File: src/rtl/uart_pkg.sv
// Shared constants and FSM state type for the 8N1 UART core.
package uart_pkg;

  localparam int unsigned CLKS_PER_BIT_DEF = 16;
  localparam int unsigned DATA_BITS        = 8;

  localparam logic START_BIT = 1'b0;
  localparam logic STOP_BIT  = 1'b1;

  typedef enum logic [1:0] {
    IDLE  = 2'd0,
    START = 2'd1,
    DATA  = 2'd2,
    STOP  = 2'd3
  } uart_state_e;

endpackage

File: src/rtl/uart_sync2.sv
// Two-flop synchronizer for the asynchronous serial input; resets to the idle (high) level.
module uart_sync2 (
  input  logic clk,
  input  logic reset,
  input  logic d,
  output logic q
);

  logic meta;

  always_ff @(posedge clk) begin
    if (reset) begin
      meta <= 1'b1;
      q    <= 1'b1;
    end else begin
      meta <= d;
      q    <= meta;
    end
  end

endmodule

File: src/rtl/uart_core.sv
// Full-duplex 8N1 UART: parallel host side, serial line side, one clock domain.
module uart_core
  import uart_pkg::*;
#(
  parameter int unsigned CLKS_PER_BIT = CLKS_PER_BIT_DEF
) (
  input  logic                 txclk,
  input  logic                 reset,
  input  logic                 rxclk,
  input  logic                 ld_tx_data,
  input  logic [DATA_BITS-1:0] tx_data,
  input  logic                 tx_enable,
  output logic                 tx_out,
  output logic                 tx_empty,
  input  logic                 uld_rx_data,
  output logic [DATA_BITS-1:0] rx_data,
  input  logic                 rx_enable,
  input  logic                 rx_in,
  output logic                 rx_empty
);

  localparam int unsigned CNT_W = $clog2(CLKS_PER_BIT);
  localparam int unsigned IDX_W = $clog2(DATA_BITS);

  localparam logic [CNT_W-1:0] BIT_LAST  = CNT_W'(CLKS_PER_BIT - 1);
  localparam logic [CNT_W-1:0] HALF_LAST = CNT_W'(CLKS_PER_BIT / 2 - 1);
  localparam logic [IDX_W-1:0] IDX_LAST  = IDX_W'(DATA_BITS - 1);

  // rxclk only exists for pinout compatibility
  logic unused_rxclk;
  assign unused_rxclk = rxclk;

  uart_state_e          tx_state;
  logic [CNT_W-1:0]     tx_cnt;
  logic [IDX_W-1:0]     tx_idx;
  logic [DATA_BITS-1:0] tx_shift;

  uart_state_e          rx_state;
  logic [CNT_W-1:0]     rx_cnt;
  logic [IDX_W-1:0]     rx_idx;
  logic [DATA_BITS-1:0] rx_shift;
  logic                 rx_s;

  uart_sync2 u_rx_sync (
    .clk   (txclk),
    .reset (reset),
    .d     (rx_in),
    .q     (rx_s)
  );

  // Transmitter: tx_enable=0 freezes the bit timing and holds the line level.
  always_ff @(posedge txclk) begin
    if (reset) begin
      tx_state <= IDLE;
      tx_cnt   <= '0;
      tx_idx   <= '0;
      tx_shift <= '0;
      tx_out   <= STOP_BIT;
      tx_empty <= 1'b1;
    end else begin
      case (tx_state)
        IDLE: begin
          if (ld_tx_data && tx_empty) begin
            tx_shift <= tx_data;
            tx_empty <= 1'b0;
          end
          if ((ld_tx_data || !tx_empty) && tx_enable) begin
            tx_state <= START;
            tx_out   <= START_BIT;
            tx_cnt   <= '0;
          end
        end
        START: begin
          if (tx_enable) begin
            if (tx_cnt == BIT_LAST) begin
              tx_cnt   <= '0;
              tx_idx   <= '0;
              tx_state <= DATA;
              tx_out   <= tx_shift[0];
              tx_shift <= {1'b0, tx_shift[DATA_BITS-1:1]};
            end else begin
              tx_cnt <= tx_cnt + CNT_W'(1);
            end
          end
        end
        DATA: begin
          if (tx_enable) begin
            if (tx_cnt == BIT_LAST) begin
              tx_cnt <= '0;
              if (tx_idx == IDX_LAST) begin
                tx_state <= STOP;
                tx_out   <= STOP_BIT;
              end else begin
                tx_idx   <= tx_idx + IDX_W'(1);
                tx_out   <= tx_shift[0];
                tx_shift <= {1'b0, tx_shift[DATA_BITS-1:1]};
              end
            end else begin
              tx_cnt <= tx_cnt + CNT_W'(1);
            end
          end
        end
        STOP: begin
          if (tx_enable) begin
            if (tx_cnt == BIT_LAST) begin
              tx_cnt   <= '0;
              tx_state <= IDLE;
              tx_empty <= 1'b1;
            end else begin
              tx_cnt <= tx_cnt + CNT_W'(1);
            end
          end
        end
        default: tx_state <= IDLE;
      endcase
    end
  end

  // Receiver: mid-bit sampling; a completing byte overrides a same-cycle unload.
  always_ff @(posedge txclk) begin
    if (reset) begin
      rx_state <= IDLE;
      rx_cnt   <= '0;
      rx_idx   <= '0;
      rx_shift <= '0;
      rx_data  <= '0;
      rx_empty <= 1'b1;
    end else begin
      if (uld_rx_data) begin
        rx_empty <= 1'b1;
      end
      if (!rx_enable) begin
        rx_state <= IDLE;
        rx_cnt   <= '0;
      end else begin
        case (rx_state)
          IDLE: begin
            if (rx_s == START_BIT) begin
              rx_state <= START;
              rx_cnt   <= '0;
            end
          end
          START: begin
            if (rx_cnt == HALF_LAST) begin
              rx_cnt   <= '0;
              rx_idx   <= '0;
              rx_state <= (rx_s == START_BIT) ? DATA : IDLE;
            end else begin
              rx_cnt <= rx_cnt + CNT_W'(1);
            end
          end
          DATA: begin
            if (rx_cnt == BIT_LAST) begin
              rx_cnt   <= '0;
              rx_shift <= {rx_s, rx_shift[DATA_BITS-1:1]};
              if (rx_idx == IDX_LAST) begin
                rx_state <= STOP;
              end else begin
                rx_idx <= rx_idx + IDX_W'(1);
              end
            end else begin
              rx_cnt <= rx_cnt + CNT_W'(1);
            end
          end
          STOP: begin
            if (rx_cnt == BIT_LAST) begin
              rx_cnt   <= '0;
              rx_state <= IDLE;
              if (rx_s == STOP_BIT) begin
                rx_data  <= rx_shift;
                rx_empty <= 1'b0;
              end
            end else begin
              rx_cnt <= rx_cnt + CNT_W'(1);
            end
          end
          default: rx_state <= IDLE;
        endcase
      end
    end
  end

endmodule

File: config.mk
export PLATFORM = sky130hd
export DESIGN_NAME = uart_core
export DESIGN_NICKNAME = d
export VERILOG_FILES = /design/src/rtl/uart_pkg.sv /design/src/rtl/uart_sync2.sv /design/src/rtl/uart_core.sv
export SDC_FILE = /design/constraint.sdc
export NUM_CORES = 1
export LEC_CHECK = 0
export CAP_MARGIN = 20
export CORE_MARGIN = 8
export CORE_UTILIZATION = 40
export CTS_CLUSTER_DIAMETER = 30
export CTS_CLUSTER_SIZE = 20
export DETAILED_ROUTE_END_ITERATION = 7
export DONT_BUFFER_PORTS = 1
export PLACE_DENSITY = 0.55
export SLEW_MARGIN = 0
export SYNTH_ARGS = -nofsm -noshare
export SYNTH_HDL_FRONTEND = slang
export SYNTH_HIERARCHICAL = 1
export SYNTH_SLANG_ARGS = --single-unit
File: constraint.sdc
create_clock -name txclk -period 1.6 [get_ports txclk]
set_clock_uncertainty 0.15 [all_clocks]
set_input_delay 0.32 -clock txclk [delete_from_list [all_inputs] [get_ports txclk]]
set_output_delay 0.32 -clock txclk [all_outputs]
set_load 0.02 [all_outputs]
==> reports/results.tsv <==
stage	metric	value	unit
sta	fin_ws	-0.0971	ns
yosys	syn_nets	267	
sta	setup_violations	9	
placed_design	dp_worst_setup_slack	-0.106	ns
cells_and_area	antenna_cells	0	
yosys	synth.area.top_cells	dfxtp_1 (41%), mux2i_1 (11%), ha_1 (6.0%)	
placed_design	port_buffers	0	
critical_path	start_kind	flip-flop	
cells_and_area	final_cell_mix	dfxtp_1 (36), nor2_1 (29), mux2i_1 (26)	
critical_path	cp.arrival	1.75	ns
sta	fin_crit_sh	106	%
cells_and_area	final_common_cell	dfxtp_1	
critical_path	worstPathMaxFanout	8	
yosys	netlist_area	2290	um^2
cells_and_area	nets	296	
clock_tree	cts.sinks	47	
clock_tree	cts.clk_slew.worst_paths	0.09	ns
sta	max_freq	589	MHz
placed_design	placedCellCount	327	
power_and_ir_drop	p_leak	1.11	nW
yosys	syn_area_per_cell	9.55	um^2
yosys	yosys.area.top_type	dfxtp_1	
cells_and_area	nFillCells	489	
placed_design	place.gp.congestion	0.741	
cells_and_area	fin_cells	342	
clock_tree	ctsHtreeMaxLevel	2	
clock_tree	clkLatencyLatePin	0.30	ns
detailed_routing	dr.pass1.iters	5	
clock_tree	numCtsBuffers	5	
job	drv_cap	0	
sta	fin_crit	1.70	ns
detailed_routing	vias_per_cell	5.29	
sta	hold_violations	0	
die	initial_core_util	41.6	%
yosys	ys_ff_latch	47	
outcome	status	finished, violations left	
cells_and_area	drive_gt1_share	36.3	%
detailed_routing	wirelength	4820	um
power_and_ir_drop	p_per_area	1280	nW/um^2
die	coreArea	5510	um^2
critical_path	criticalPathCategory	reg2reg	
min_path	hp-class	in2reg	
sta	rsz0062_at_grt	yes	
critical_path	end_kind	flip-flop	
grt	grt_start_max_net_pins	33	
die	design.portCount	27	
die	die_x	91.7	um
detailed_routing	routed-via-count	1810	
grt	grt_pass1_vias	1798	
critical_path	cp_data_required_time	1.65	ns
detailed_routing	drc	0	
power_and_ir_drop	p_total	0.00385	W
yosys	synth.top_cell.area_share	41.1	%
grt	grt_util_all_layers	11.8	%
die	core.rowCount	27	
die	die-height	91.7	um
outcome	violations	negative setup slack	
clock_tree	clk_path_buf_depth	2	
clock_tree	cts_tree	yes	
detailed_routing	postRouteAntennaNets	0	
sta	finalMaxSlewViolations	0	
die	dieArea	8410	um^2
power_and_ir_drop	vdd_ir_drop_max	979	uV
sta	tightestPinTransition	0.359	ns
cells_and_area	syn2layout_area_growth	31.7	%
placed_design	hpwl	3270	um
detailed_routing	routedWlPerCell	14.1	um
clock_tree	ctsRootBufferMaster	clkbuf_8	
yosys	synthArstFlopShare	0	%
grt	antenna_found_initial	0	
yosys	yosysUniqueCellTypes	52	
detailed_routing	first_iter_violations	61	
yosys	synth_warnings	6	
yosys	synth_cells	240	
yosys	yosysSeqAreaShare	41.1	%
grt	grt_overflow_total	0	
yosys	synth_edf_count	0	
sta	slew_headroom	76.0	%
grt	grt_pass1_wl	8260	um
yosys	synthFlopType	dfxtp_1	
per-layer routing:
| layer | global-route usage [%] | part of all wire [%] | vias to the layer above |
|---|---|---|---|
| met3 | 3.50 | 3.8 | 6 |
| met5 | 0 | 0 | - |
| li1 | - | - | 922 |
| met2 | 20.1 | 49 | 20 |
| met4 | 5.59 | 1.8 | 0 |
| met1 | 13.3 | 45 | 862 |
logic make-up after synthesis:
family / count (synthesis) / share of synthesized area (%)
and+or+nand+nor: 75 / 17.8
AOI/OAI and AO/OA: 60 / 18.5
DFF: 47 / 41.1
muxes: 27 / 11.9
buffers and inverters: 19 / 4.37
adders and majority gates: 11 / 6.01
xor gates and xnor gates: 1 / 0.382
final cells by class:
type,instances,area (um^2),area share (%)
Inverter,7,31.3,1.04
Tap cell,72,90.1,2.99
Clock inverter,1,8.76,0.290
Timing Repair Buffer,34,360,11.9
Multi-Input combinational cell,174,1460,48.4
Sequential cell,47,960,31.8
Clock buffer,7,108,3.57
metrics by stage:
step | utilization, % | cell area [um^2] | TNS (ns) | hold WS, ns
final | 54.8 | 3020 | -0.477 | 0.0167
after global routing | 54.8 | 3020 | -1.20 | 0.0187
after CTS | 52.4 | 2890 | -0.794 | 0.0102
after detailed placement | 48.6 | 2670 | -0.939 | 0.245
after global placement | 48.6 | 2670 | -0.478 | 0.239
after floorplan | - | 2410 | -0.0390 | 0.235
worst max-delay path, cell delays in order (launching register included):
cell      delay [ns]
dfxtp_4         0.39
inv_4           0.05
ha_4            0.17
o21bai_4        0.17
a22oi_4         0.22
buf_12          0.16
a21oi_2         0.05
a41o_2          0.22
Yosys cell counts, types with 2 or more instances:
library cell and instances:
nor3b_1 4, nand2_1 8, o21bai_1 3, a311oi_1 6, nor2b_1 2, nor2_1 30, nor3_1 3, o21ai_0 12
ha_1 11, nor2_4 2, a31o_2 3, buf_2 3, clkbuf_1 5, a21oi_1 20, dfxtp_1 47, nand2b_1 6
nand3_1 6, inv_1 7, a31oi_1 2, or2_1 2, mux2i_1 26, a22o_1 2
state kept, by name, summed over array words and instances (netlist names), 2 cells and up, named ones only:
signal / cells
tx_cnt: 4
tx_state: 2
rx_shift: 8
rx_data: 8
rx_idx: 3
rx_cnt: 4
tx_shift: 8
tx_idx: 3
final timing paths:
path                                      from     endpoint  slack (ns)  cells after the start
worst max-delay path               tx_state[0]  tx_shift[7]        -0.1                      7
worst max register to register     tx_state[0]  tx_shift[7]        -0.1                      7
worst min-delay path                     reset       tx_out        0.02                      2
worst min register to register  u_rx_sync/meta  u_rx_sync/q        0.28                      1
where the power goes:
part	total [W]	switching [W]	internal, W
Combinational	0.00155	0.000712	0.000836
Sequential	0.00143	0.000122	0.00131
Clock	0.000873	0.000421	0.000452
Total	0.00385	0.00125	0.00260
repair_timing:
item	4_1_cts	5_1_grt
gates resized for setup	12	29
cloned	0	1
hold endpoints to repair	35	0
setup buffers	1	2
hold buffers	3	0
pin swaps	8	18
setup endpoints to repair	21	35
Power figures use the tool's default switching activity.
